File: src/rtl/div_meas_pkg.sv
// div_meas_pkg: state encodings, default parameters and a saturating
// increment shared by the clk_div_meas files.
package div_meas_pkg;

  localparam logic [1:0] IDLE = 2'd0;
  localparam logic [1:0] HIGH = 2'd1;
  localparam logic [1:0] LOW  = 2'd2;

  typedef enum logic [1:0] {
    S_IDLE = IDLE,
    S_HIGH = HIGH,
    S_LOW  = LOW
  } state_t;

  localparam int DEF_W       = 16;
  localparam int DEF_TIMEOUT = 1000;
  localparam int DEF_LOCK_N  = 4;

  function automatic logic [31:0] sat_inc(
    input logic [31:0] v,
    input logic [31:0] lim
  );
    return (v >= lim) ? lim : v + 32'd1;
  endfunction

endpackage

File: src/rtl/div_meas_edge.sv
// div_meas_edge: samples clk_in and derives rise/fall strobes.
// `DIV_MEAS_SYNC_EN adds a 2-flop synchronizer ahead of the sampler.
module div_meas_edge
  import div_meas_pkg::*;
(
  input  logic clk,
  input  logic rst,
  input  logic clk_in,
  output logic s,
  output logic rise,
  output logic fall
);

  logic src;
  logic s_d;

`ifdef DIV_MEAS_SYNC_EN
  logic [1:0] sync;

  always_ff @(posedge clk or posedge rst) begin
    if (rst) sync <= '0;
    else     sync <= {sync[0], clk_in};
  end

  assign src = sync[1];
`else
  assign src = clk_in;
`endif

  always_ff @(posedge clk or posedge rst) begin
    if (rst) begin
      s   <= 1'b0;
      s_d <= 1'b0;
    end else begin
      s   <= src;
      s_d <= s;
    end
  end

  assign rise = s & ~s_d;
  assign fall = ~s & s_d;

endmodule

File: src/rtl/clk_div_meas.sv
// clk_div_meas: measures period/high/low of a divided clock in clk cycles,
// flags lock and stall. Optional input synchronizer: `DIV_MEAS_SYNC_EN.
module clk_div_meas
  import div_meas_pkg::*;
#(
  parameter int W       = DEF_W,
  parameter int TIMEOUT = DEF_TIMEOUT,
  parameter int LOCK_N  = DEF_LOCK_N
) (
  input  logic         clk,
  input  logic         rst,
  input  logic         clk_in,
  output logic [W-1:0] period,
  output logic [W-1:0] high_cnt,
  output logic [W-1:0] low_cnt,
  output logic         meas_vld,
  output logic         locked,
  output logic         stall
);

  localparam int LW = $clog2(LOCK_N + 1);
  localparam logic [W-1:0]  TO  = W'(TIMEOUT);
  localparam logic [W-1:0]  ONE = W'(1);
  localparam logic [LW-1:0] LN  = LW'(LOCK_N);

  function automatic logic [W-1:0] inc(input logic [W-1:0] v);
    return W'(sat_inc(32'(v), 32'(TIMEOUT)));
  endfunction

  logic s, rise, fall;

  div_meas_edge u_edge (
    .clk    (clk),
    .rst    (rst),
    .clk_in (clk_in),
    .s      (s),
    .rise   (rise),
    .fall   (fall)
  );

  state_t state, state_n;
  logic [W-1:0]  hi_c, lo_c, id_c;
  logic [W-1:0]  hi_n, lo_n, id_n;
  logic [W-1:0]  per_n, hc_n, lc_n, per_new;
  logic [LW-1:0] lock_cnt, lcnt_n;
  logic          vld_n, lk_n, stall_n, tout;

  always_comb begin
    state_n = state;
    hi_n    = hi_c;
    lo_n    = lo_c;
    id_n    = id_c;
    per_n   = period;
    hc_n    = high_cnt;
    lc_n    = low_cnt;
    vld_n   = 1'b0;
    lk_n    = locked;
    lcnt_n  = lock_cnt;
    stall_n = stall;
    tout    = 1'b0;
    per_new = hi_c + lo_c;
    if (rise) stall_n = 1'b0;
    unique case (state)
      S_IDLE: begin
        if (rise) begin
          state_n = S_HIGH;
          hi_n    = ONE;
          id_n    = '0;
        end else if (fall) begin
          id_n = ONE;
        end else begin
          id_n = inc(id_c);
          tout = (id_n == TO);
        end
      end
      S_HIGH: begin
        if (fall) begin
          state_n = S_LOW;
          lo_n    = ONE;
        end else if (s) begin
          hi_n = inc(hi_c);
          tout = (hi_n == TO);
        end
      end
      S_LOW: begin
        if (rise) begin
          state_n = S_HIGH;
          hi_n    = ONE;
          hc_n    = hi_c;
          lc_n    = lo_c;
          per_n   = per_new;
          vld_n   = 1'b1;
          // lock_cnt==0 marks the first report since reset or stall
          if (lock_cnt == '0)
            lcnt_n = LW'(1);
          else if (per_new == period)
            lcnt_n = LW'(sat_inc(32'(lock_cnt), 32'(LOCK_N)));
          else
            lcnt_n = LW'(1);
          lk_n = (lcnt_n == LN);
        end else if (!s) begin
          lo_n = inc(lo_c);
          tout = (lo_n == TO);
        end
      end
      default: state_n = S_IDLE;
    endcase
    if (tout) begin
      state_n = S_IDLE;
      stall_n = 1'b1;
      lk_n    = 1'b0;
      lcnt_n  = '0;
    end
  end

  always_ff @(posedge clk or posedge rst) begin
    if (rst) state <= S_IDLE;
    else     state <= state_n;
  end

  always_ff @(posedge clk or posedge rst) begin
    if (rst) begin
      hi_c     <= '0;
      lo_c     <= '0;
      id_c     <= '0;
      period   <= '0;
      high_cnt <= '0;
      low_cnt  <= '0;
      meas_vld <= 1'b0;
      locked   <= 1'b0;
      lock_cnt <= '0;
      stall    <= 1'b0;
    end else begin
      hi_c     <= hi_n;
      lo_c     <= lo_n;
      id_c     <= id_n;
      period   <= per_n;
      high_cnt <= hc_n;
      low_cnt  <= lc_n;
      meas_vld <= vld_n;
      locked   <= lk_n;
      lock_cnt <= lcnt_n;
      stall    <= stall_n;
    end
  end

endmodule

File: config.mk
export PLATFORM = sky130hd
export DESIGN_NAME = clk_div_meas
export DESIGN_NICKNAME = d
export VERILOG_FILES = /design/src/rtl/div_meas_pkg.sv /design/src/rtl/div_meas_edge.sv /design/src/rtl/clk_div_meas.sv
export SDC_FILE = /design/constraint.sdc
export NUM_CORES = 1
export LEC_CHECK = 0
export CAP_MARGIN = 30
export CORE_AREA = 2 2 112 114
export CTS_CLUSTER_SIZE = 20
export DETAILED_ROUTE_END_ITERATION = 12
export DIE_AREA = 0 0 114 116
export GPL_ROUTABILITY_DRIVEN = 0
export GPL_TIMING_DRIVEN = 0
export PLACE_DENSITY = 0.76
export SETUP_SLACK_MARGIN = 0.1
export SLEW_MARGIN = 20
export SYNTH_ARGS = -nofsm -noshare
export SYNTH_HDL_FRONTEND = slang
export SYNTH_SLANG_ARGS = --single-unit
File: constraint.sdc
create_clock -name clk -period 3.1 [get_ports clk]
set_input_delay 0.465 -clock clk [delete_from_list [all_inputs] [get_ports clk]]
set_output_delay 0.465 -clock clk [all_outputs]
set_load 0.02 [all_outputs]
## Word-level counts from Yosys, hierarchy flattened

Cells that the tools add are included.

- Bits in registers: 106
- Bits of input ports: 3
- Output and inout port bits: 51
- Logic and storage cells: 92

- Add/sub/neg operators: 5
- $lt $le $gt $ge: 4
- Equality and inequality tests: 15
- Mux-type cells: 39
- Bitwise operators: 4
- Reductions and logical operators: 12

Operators with widths:

| operator | number |
|---|---|
| $mux W16 | 11 |
| $pmux W16 S2 | 2 |
| $add A16 B1 Y16 const B | 3 |
| $eq A16 B10 Y1 const B | 3 |
| $ge A16 B10 Y1 const B | 3 |
| $mux W3 | 8 |
| $add A16 B16 Y16 | 1 |
| $eq A16 B16 Y1 | 1 |
| $mux W1 | 13 |
| $ne A2 B2 Y1 const B | 4 |
| $reduce_and A4 Y1 | 2 |
| $reduce_bool A2 Y1 | 4 |
| $mux W2 | 3 |
| $reduce_and A2 Y1 | 3 |
| $ne A2 B1 Y1 const B | 2 |
| $pmux W2 S2 | 1 |
| $add A3 B1 Y3 const B | 1 |
| $eq A3 B3 Y1 const B | 1 |
| $ge A3 B3 Y1 const B | 1 |
| $logic_not A3 Y1 | 1 |
| $ne A3 B1 Y1 const B | 1 |
| $ne A3 B3 Y1 const B | 1 |
| $pmux W1 S3 | 1 |
| $and A1 B1 Y1 | 2 |
| 5 further kinds | 6 |

## Longest topological paths before layout

Gate-level depths: netlist (run 1).

- Depth in word-level cells: 10
- Gate-level depth with buffers: 12
- Gate-level depth less buffers: 12

## Hierarchy

A second synthesis (run 1) with hierarchy kept.

- Cells, all modules: 712
- Area, all modules: 6177.2 sq um

By module, submodules not included:

| module | times used | cells an instance | area an instance (sq um) | seq. area each (sq um) |
|---|---|---|---|---|
| clk_div_meas | 1 | 707 | 6108.4 | 2602.5 |
| div_meas_edge | 1 | 5 | 68.8 | 50.0 |

## Worst setup path before layout (run 1)

No wires, ideal clock.

- Path type: reg-to-reg
- Start: register lo_c[0]
- End: register lock_cnt[2]
- Setup time: 0.065 ns
- Arrival time: 2.799 ns
- Required time: 3.035 ns
- Path slack: 0.236 ns
- Stages on the path, launching flop included: 13
- Buffers on the path: 0
- Clock period less this slack: 2.864 ns
- Cells stage by stage: dfrtp_1 ha_1 inv_1 fa_1 and2b_4 o211ai_1 o21bai_1 a211oi_2 o21ba_2 xor3_1 o2111ai_2 nor4_1 o22a_1

- Longest elaborated chain between the ends: 9
- Elaborated cells between the ends (all ways): 19
- Classes of those cells: add/sub: 2; order compare: 1; eq/ne: 2; mux: 11; reduce/logical: 3

Ends and longest elaborated chain:

| element | line | text |
|---|---|---|
| from (decl) | clk_div_meas.sv:42 | `logic [W-1:0] hi_c, lo_c, id_c;` |
| from (signal assigned) | clk_div_meas.sv:135 | `lo_c <= lo_n;` |
| $add A16 B16 Y16 | clk_div_meas.sv:61 | `per_new = hi_c + lo_c;` |
| $eq A16 B16 Y1 | clk_div_meas.sv:96 | `else if (per_new == period)` |
| $mux W3 | clk_div_meas.sv:96 |  |
| $mux W3 | clk_div_meas.sv:94 | `if (lock_cnt == '0)` |
| $mux W3 | clk_div_meas.sv:86 | `if (rise) begin` |
| $mux W3 | clk_div_meas.sv:63 | `unique case (state)` |
| $mux W3 | clk_div_meas.sv:86 |  |
| $mux W3 | clk_div_meas.sv:63 |  |
| $mux W3 | clk_div_meas.sv:108 | `if (tout) begin` |
| to (signal assigned) | clk_div_meas.sv:142 | `lock_cnt <= lcnt_n;` |
| to (decl) | clk_div_meas.sv:45 | `logic [LW-1:0] lock_cnt, lcnt_n;` |

Parallel ways exist; a longest one is shown, timed or not. The select of a mux whose other input is x is not followed.
A chain may end at the register's enable or synchronous reset.

## Worst setup path after layout (run 1)

- Start: register hi_c[5]
- End: register lock_cnt[2]

- Longest elaborated chain between the ends: 9
- Elaborated cells between the ends (all ways): 19
- Classes of those cells: add/sub: 2; order compare: 1; eq/ne: 2; mux: 11; reduce/logical: 3

Ends and longest elaborated chain:

| element | line | text |
|---|---|---|
| from (decl) | clk_div_meas.sv:42 |  |
| from (signal assigned) | clk_div_meas.sv:134 | `hi_c <= hi_n;` |
| $add A16 B16 Y16 | clk_div_meas.sv:61 |  |
| $eq A16 B16 Y1 | clk_div_meas.sv:96 |  |
| $mux W3 | clk_div_meas.sv:96 |  |
| $mux W3 | clk_div_meas.sv:94 |  |
| $mux W3 | clk_div_meas.sv:86 |  |
| $mux W3 | clk_div_meas.sv:63 |  |
| $mux W3 | clk_div_meas.sv:86 |  |
| $mux W3 | clk_div_meas.sv:63 |  |
| $mux W3 | clk_div_meas.sv:108 |  |

Parallel ways exist; a longest one is shown, timed or not. The select of a mux whose other input is x is not followed.

==> results of run 1 <==
## synth_stat cells, drive strengths merged (13+ instances only)
master	n
dfrtp	106
and2	20
o21ai	89
nand2	155
a21oi	28
inv	26
clkbuf	26
nor2	58
ha	23
xnor2	28
nand3	19
and3	13
## repair_timing
| item | 4_1_cts | 5_1_grt |
|---|---|---|
| setup buffers | 3 | 6 |
| pin swaps | 4 | 20 |
| endpoints found under the setup margin | 4 | 4 |
| resized for setup | 10 | 26 |
## power by group through the flow
stage	Clock (W)	Sequential, W	Combinational, W
floorplan	0	0.00171	0.000681
global placement	0	0.00168	0.00101
detailed placement	0	0.00169	0.00105
CTS	0.00118	0.00165	0.00110
global route	0.00123	0.00168	0.00132
finish	0.00115	0.00166	0.00119
## critical path, delay by kind of cell, from the launching register on
kind            cells  cell delay, ns
compound gates      3            0.62
xor+xnor            1            0.21
fa+ha+maj           1            0.35
buf+inv             1            0.21
flops               1            0.45
simple gates        5            1.12
## routing by layer
metal | up-vias | routed length [µm] | GRT usage [%]
met5 | - | 0 | 0
met4 | 0 | 407 | 9.512
met3 | 34 | 843 | 4.707
met2 | 200 | 7571 | 41.35
met1 | 2626 | 7165 | 33.38
li1 | 2675 | - | -
## metrics by stage
stage | cell area, µm² | hold slack [ns] | std cells | utilization (%)
2_1_floorplan | 6237 | 0.4539 | 733 | -
3_3_place_gp | 6952 | 0.4608 | 933 | 58.36
3_5_place_dp | 7012 | 0.4663 | 936 | 58.87
4_1_cts | 7367 | 0.4831 | 954 | 61.85
5_1_grt | 7513 | 0.5096 | 959 | 63.08
6_report | 7513 | 0.4808 | 959 | 63.08
## registers in the layout, summed over array words and instances, names as in the netlist
name and cells:
period 16, low_cnt 16, lock_cnt 3, stall 1, state 2, locked 1
u_edge.s 1, hi_c 16, id_c 16, meas_vld 1, lo_c 16, high_cnt 16
u_edge.s_d 1
## final cells by class
| cell class | instances | area [µm²] |
|---|---|---|
| Inverter | 26 | 101.3 |
| Timing Repair Buffer | 65 | 658.1 |
| Sequential cell | 106 | 2660 |
| Multi-Input combinational cell | 566 | 3467 |
| Clock inverter | 5 | 65.06 |
| Tap cell | 147 | 183.9 |
| Fill cell | 1020 | 4398 |
| Clock buffer | 10 | 229.0 |
| Buffer | 34 | 148.9 |
## worst max-delay path by stage
| stage | startpoint | to | cells past startpoint | slack, ns |
|---|---|---|---|---|
| floorplan | lo_c[0] | lock_cnt[2] | 12 | 0.24 |
| global placement | lo_c[0] | lock_cnt[0] | 12 | -0.24 |
| detailed placement | lo_c[0] | lock_cnt[0] | 12 | -0.28 |
| CTS | lo_c[1] | lock_cnt[2] | 12 | 0.10 |
| global route | hi_c[5] | lock_cnt[2] | 11 | -0.03 |
| finish | hi_c[5] | lock_cnt[2] | 11 | 0.08 |
## logic make-up (layout without fill, tap and decap cells)
| group | Yosys count | count (layout) | share of synthesized area (%) |
|---|---|---|---|
| simple gates | 328 | 328 | 24.33 |
| compound gates | 174 | 174 | 17.42 |
| flops | 106 | 106 | 42.55 |
| buf+inv | 61 | 140 | 3.954 |
| xor+xnor | 38 | 38 | 6.483 |
| fa+ha+maj | 25 | 25 | 5.098 |
| mux | 1 | 1 | 0.1606 |
==> impl_results.md, run 1 <==
* Status: finished clean
* Clk network pwr share at ~29%
* Worst Hold Launch: high_cnt[1]
* Slowest cell on crit path: dfrtp_2
* Startpoint types: register
* Comb pwr share at between 20 and 30%
* Final setup vio count at 0
* CTS tree: done
* Most frequent cells in the layout: nand2_1, dfrtp_1, o21ai_0
* Initial antenna violation count at 0
* CORE AREA at 0.01191 mm²
* I/O Pins at between 50 and 60
* Max-Cap Viols at 0
* Cell repeated most along the worst path: nand4_1
* Warnings from Yosys at 0
* Vias at 5535
* Sw frac at between 30% and 40%
* DIE AREA at around 0.013 mm²
* Clock Skew at about 0.0052 ns
* Worst hold path class: register to register
* Final Cycle Share at just under 100%
* Internal power component at ~0.0027 W
* Hold Path End: high_cnt[1]
* EDFF count, synth at 0
* Yosys reg bits at about 110
* Synth area leader: dfrtp_1
* Power density over the cells at about 530 mW/mm²
* Primary FF master, synth: dfrtp_1
* Reg2Reg Capture Point: lock_cnt[2]
* Total power at around 0.004 W
* Count of cell types in the netlist at a little under 70
* Most common cell after layout, fill and taps aside: nand2_1
* Layout net count at 835
* Fmax at ~0.33 GHz
* Syn Area/Cell at between 8 and 9 µm²
* Pre-CTS WS at -0.2754 ns
* Post-synthesis sequential area ratio at between 40 and 50%
* Routed vias/inst at 5.772
* H-tree levels at 3
* Hold path cells at 2
* Asr flop ratio synth at 100.0%
* TNS Setup at 0 ns
* Drt first pass iters at 5
* Worst-Margin Slew at ~0.72 ns
* Arr. time, crit path at 3.32 ns
* FF-to-FF setup slack at about 0.076 ns
* All-layer global routing usage at roughly a quarter
* Crit path time final at between 3 and 4 ns
* Number of diodes at 0
* Initial Util at between 50% and 60%
* Largest net degree at the start of global routing at 36
* Overflow after GRT at 0
* Top-area cell type share of the netlist area at a little over two fifths
* RSZ-0062 raised after global routing: true
* Synthesized cell area at between 0.006 and 0.007 mm²
* Final hold vios at 0
* Clk sink count at ~110
* Post-synthesis cell count at ~730
* CTS buffer count at 9
* Reg-to-Reg Start: hi_c[5]
* Reg clk slew, reported paths at ~0.07 ns
* Part of the power in registers at about 41%
* Total wire length at 15990 µm
* FF-to-FF path depth at 11
* Dpl hpwl at between 10000 and 15000 µm
* Maximum vdd drop at 0.4830 mV
* Clk Latency, worst-skew pair at approximately 0.36 ns
* Setup CP Type: register to register
* Syn_nets at 760
* First-pass GRT wire length at 26170 µm
* Post-DR wirelength/cell at between 15 and 20 µm
* CTS root buf: clkbuf_16
* Critical Path Sink Type: register
* Max clock buf depth at 2
* Drt first-iter violations at slightly below 400
* Die width at between 100 and 150 µm
* Die Y at ~120 µm
* Synth top area cells: dfrtp_1, nand2_1, o21ai_0
* P_sw at ~0.0014 W
* Final slew viol count at 0
* Port buffer count at 53
* Vias in the first global route at 5319
* Worst path max stage delay at approximately 0.45 ns
* Cts hold-fix bufs at 0
* Area grow syn2layout at 20.53%
* Final worst slack at approximately 0.076 ns
* Row count at 40
* Lkg Pwr at ~3.3 nW
* CP Data Required Time at around 3.4 ns
* Crit Path Max Fanout at 10
* Number of remaining DRC errors at 0
* CP cell instances: ha_1 -> clkbuf_4 -> xnor2_2 -> a311oi_2 -> nand4_1 -> a31oi_1 -> nand4_1 -> nor4_2 -> nand4_1 -> nor4_2 -> o22a_1
* Post-DRT Antenna Nets at 0
* Layout cells sized above 1 at between 10% and 20%
* Slew margin rel. at between 50% and 60%
Note: power is estimated with default switching activity, not from simulation.
==> run 2, diff against run 1 <==
CAP_MARGIN = 20   (was 30)
==> run 2 against run 1 <==
Net effect: power decreased by 0.20%; flip-flop and latch count did not move; non-clock buffer count fell by 1; register-to-register slack about the same; setup slack worse by 0.0065 ns; fmax is 0.21% lower; cell area down 0.50%; clock power about the same; critical path type unchanged.
==> impl_results.md, run 2 (synthesized netlist as in run 1, its figures left out) <==
* Die width at 114 µm (unchanged)
* Most common cell after layout, fill and taps aside: nand2_1
* Startpoint types: register
* Post-route cell area at 0.007476 mm² (-0.50%)
* Number of diodes at 0 (unchanged)
* Vias in the first global route at 5230 (-1.7%)
* CORE AREA at 0.01191 mm² (unchanged)
* DIE AREA at 0.01322 mm² (unchanged)
* Layout net count at 834 (-0.12%)
* CP Data Required Time at 3.39 ns (about the same)
* Routed vias/inst at 5.868 (+1.7%)
* Final worst slack at 0.06938 ns (-0.006477 ns)
* I/O Pins at 54 (unchanged)
* Final Cycle Share at 97.76% (+0.21 points)
* Vias at 5627 (+1.7%)
* Critical Path Sink Type: register
* Hold path cells at 2 (unchanged)
* Worst Hold Slack at 0.4818 ns (+0.0009730 ns)
* Die Y at 116 µm (unchanged)
* CTS buffer count at 9 (unchanged)
* Dpl hpwl at 11780 µm (-0.21%)
* Clock Skew at 0.009363 ns (+0.004145 ns)
* Post-DR wirelength/cell at 16.83 µm (+0.93%)
* FF-to-FF path depth at 13 (+2)
* Initial antenna violation count at 0 (unchanged)
* Most frequent cells in the layout: nand2_1, dfrtp_1, o21ai_0
* Power density over the cells at 534.8 mW/mm² (+0.31%)
* Register Area at 0.002661 mm² (about the same)
* Final hold vios at 0 (unchanged)
* Final slew viol count at 0 (unchanged)
* Drt first pass iters at 5 (unchanged)
* Clk sink count at 106 (unchanged)
* Layout cells sized above 1 at 9.852% (-0.49 points)
* Lkg Pwr at 3.323 nW (-0.71%)
* Non-Filler Instances at 959 (unchanged)
* Final setup vio count at 0 (unchanged)
* Cts hold-fix bufs at 0 (unchanged)
* RSZ-0062 raised after global routing: true
* Max clock buf depth at 2 (unchanged)
* Total wire length at 16140 µm (+0.93%)
* Post-DRT Antenna Nets at 0 (unchanged)
* CTS tree: done
* Drt first-iter violations at 379 (-2.8%)
* Pre-CTS WS at -0.2400 ns (+0.03541 ns)
* Multi-input gate area in the final layout at 0.003441 mm² (-0.76%)
* Crit path time final at 3.031 ns (+0.006477 ns)
* TNS Setup at 0 ns (unchanged)
* H-tree levels at 3 (unchanged)
* Port buffer count at 53 (unchanged)
* Max-Cap Viols at 0 (unchanged)
* Overflow after GRT at 0 (unchanged)
* CTS root buf: clkbuf_16
* Initial Util at 52.33% (unchanged)
* Row count at 40 (unchanged)
* Fill cell count at 1007 (-1.3%)
* Setup CP Type: register to register
* All-layer global routing usage at 24.96% (-0.20 points)
* Placed Area at 0.007012 mm² (unchanged)
* Fmax at 0.3300 GHz (-0.21%)
* Number of remaining DRC errors at 0 (unchanged)
* Area grow syn2layout at 19.93%
* Status: finished clean
* First-pass GRT wire length at 25990 µm (-0.71%)
* Worst-Margin Slew at 0.8343 ns (+0.1096 ns)
* Crit Path Max Fanout at 4 (-6)
* Slew margin rel. at 43.79% (-7.7 points)
* Largest net degree at the start of global routing at 36 (unchanged)
* Reg clk slew, reported paths at 0.07 ns (about the same)
* # placed instances at 936 (unchanged)
* Arr. time, crit path at 3.32 ns (about the same)
* Maximum vdd drop at 0.5955 mV (+23%)
* Worst hold path class: register to register
* Clk Latency, worst-skew pair at 0.36 ns (about the same)
run 2: cell type report:
| cell class | instances | share of cell area (%) |
|---|---|---|
| Buffer | 34 | 1.975 |
| Clock buffer | 12 | 3.431 |
| Clock inverter | 4 | 0.4519 |
| Inverter | 26 | 1.356 |
| Multi-Input combinational cell | 566 | 46.03 |
| Sequential cell | 106 | 35.60 |
| Tap cell | 147 | 2.460 |
| Timing Repair Buffer | 64 | 8.703 |
run 2: metrics by stage:
step / util (%) / power [W]
2_1_floorplan: - / 0.002387
3_3_place_gp: 58.36 / 0.002694
3_5_place_dp: 58.87 / 0.002739
4_1_cts: 61.60 / 0.003896
5_1_grt: 62.76 / 0.004211
6_report: 62.76 / 0.003998
run 2: where the power goes:
group          internal, W  switching, W  total, W
Combinational     0.000523      0.000680   0.00120
Sequential         0.00151      0.000156   0.00167
Clock             0.000597      0.000530   0.00113
Total              0.00263       0.00137   0.00400
run 2: what timing repair did:
item | 4_1_cts | 5_1_grt
cloned | 0 | 0
setup buffers | 2 | 6
pin swaps | 5 | 13
hold endpoints to repair | 0 | 0
setup endpoints to repair | 4 | 4
gates resized for setup | 7 | 23
run 2: critical path, stage by stage (launching register included):
cell and delay, ns:
dfrtp_2 0.44, ha_4 0.17, inv_2 0.05, fa_2 0.19
and2b_4 0.20, o211ai_1 0.35, o21bai_2 0.20, buf_4 0.17
a21bo_2 0.21, a21oi_2 0.14, o221a_2 0.23, o2111ai_4 0.17
nor3_4 0.26, o22a_1 0.18
run 2: final timing paths:
path | start | endpoint | slack [ns]
min in group asynchronous | rst | low_cnt[1] | 0.51
max in group asynchronous | rst | low_cnt[11] | 2.05
setup reg to reg | lo_c[0] | lock_cnt[2] | 0.07
setup / recovery | lo_c[0] | lock_cnt[2] | 0.07
hold reg to reg | high_cnt[11] | high_cnt[11] | 0.48
hold / removal | high_cnt[11] | high_cnt[11] | 0.48
run 2: routing by layer:
layer  GRT usage, %  vias up  share of wire (%)
met1          33.52     2698                 44
met5              0        -                  0
met4          8.455        0                2.7
li1               -     2674                  -
met2          40.60      215                 47
met3          5.230       40                6.3
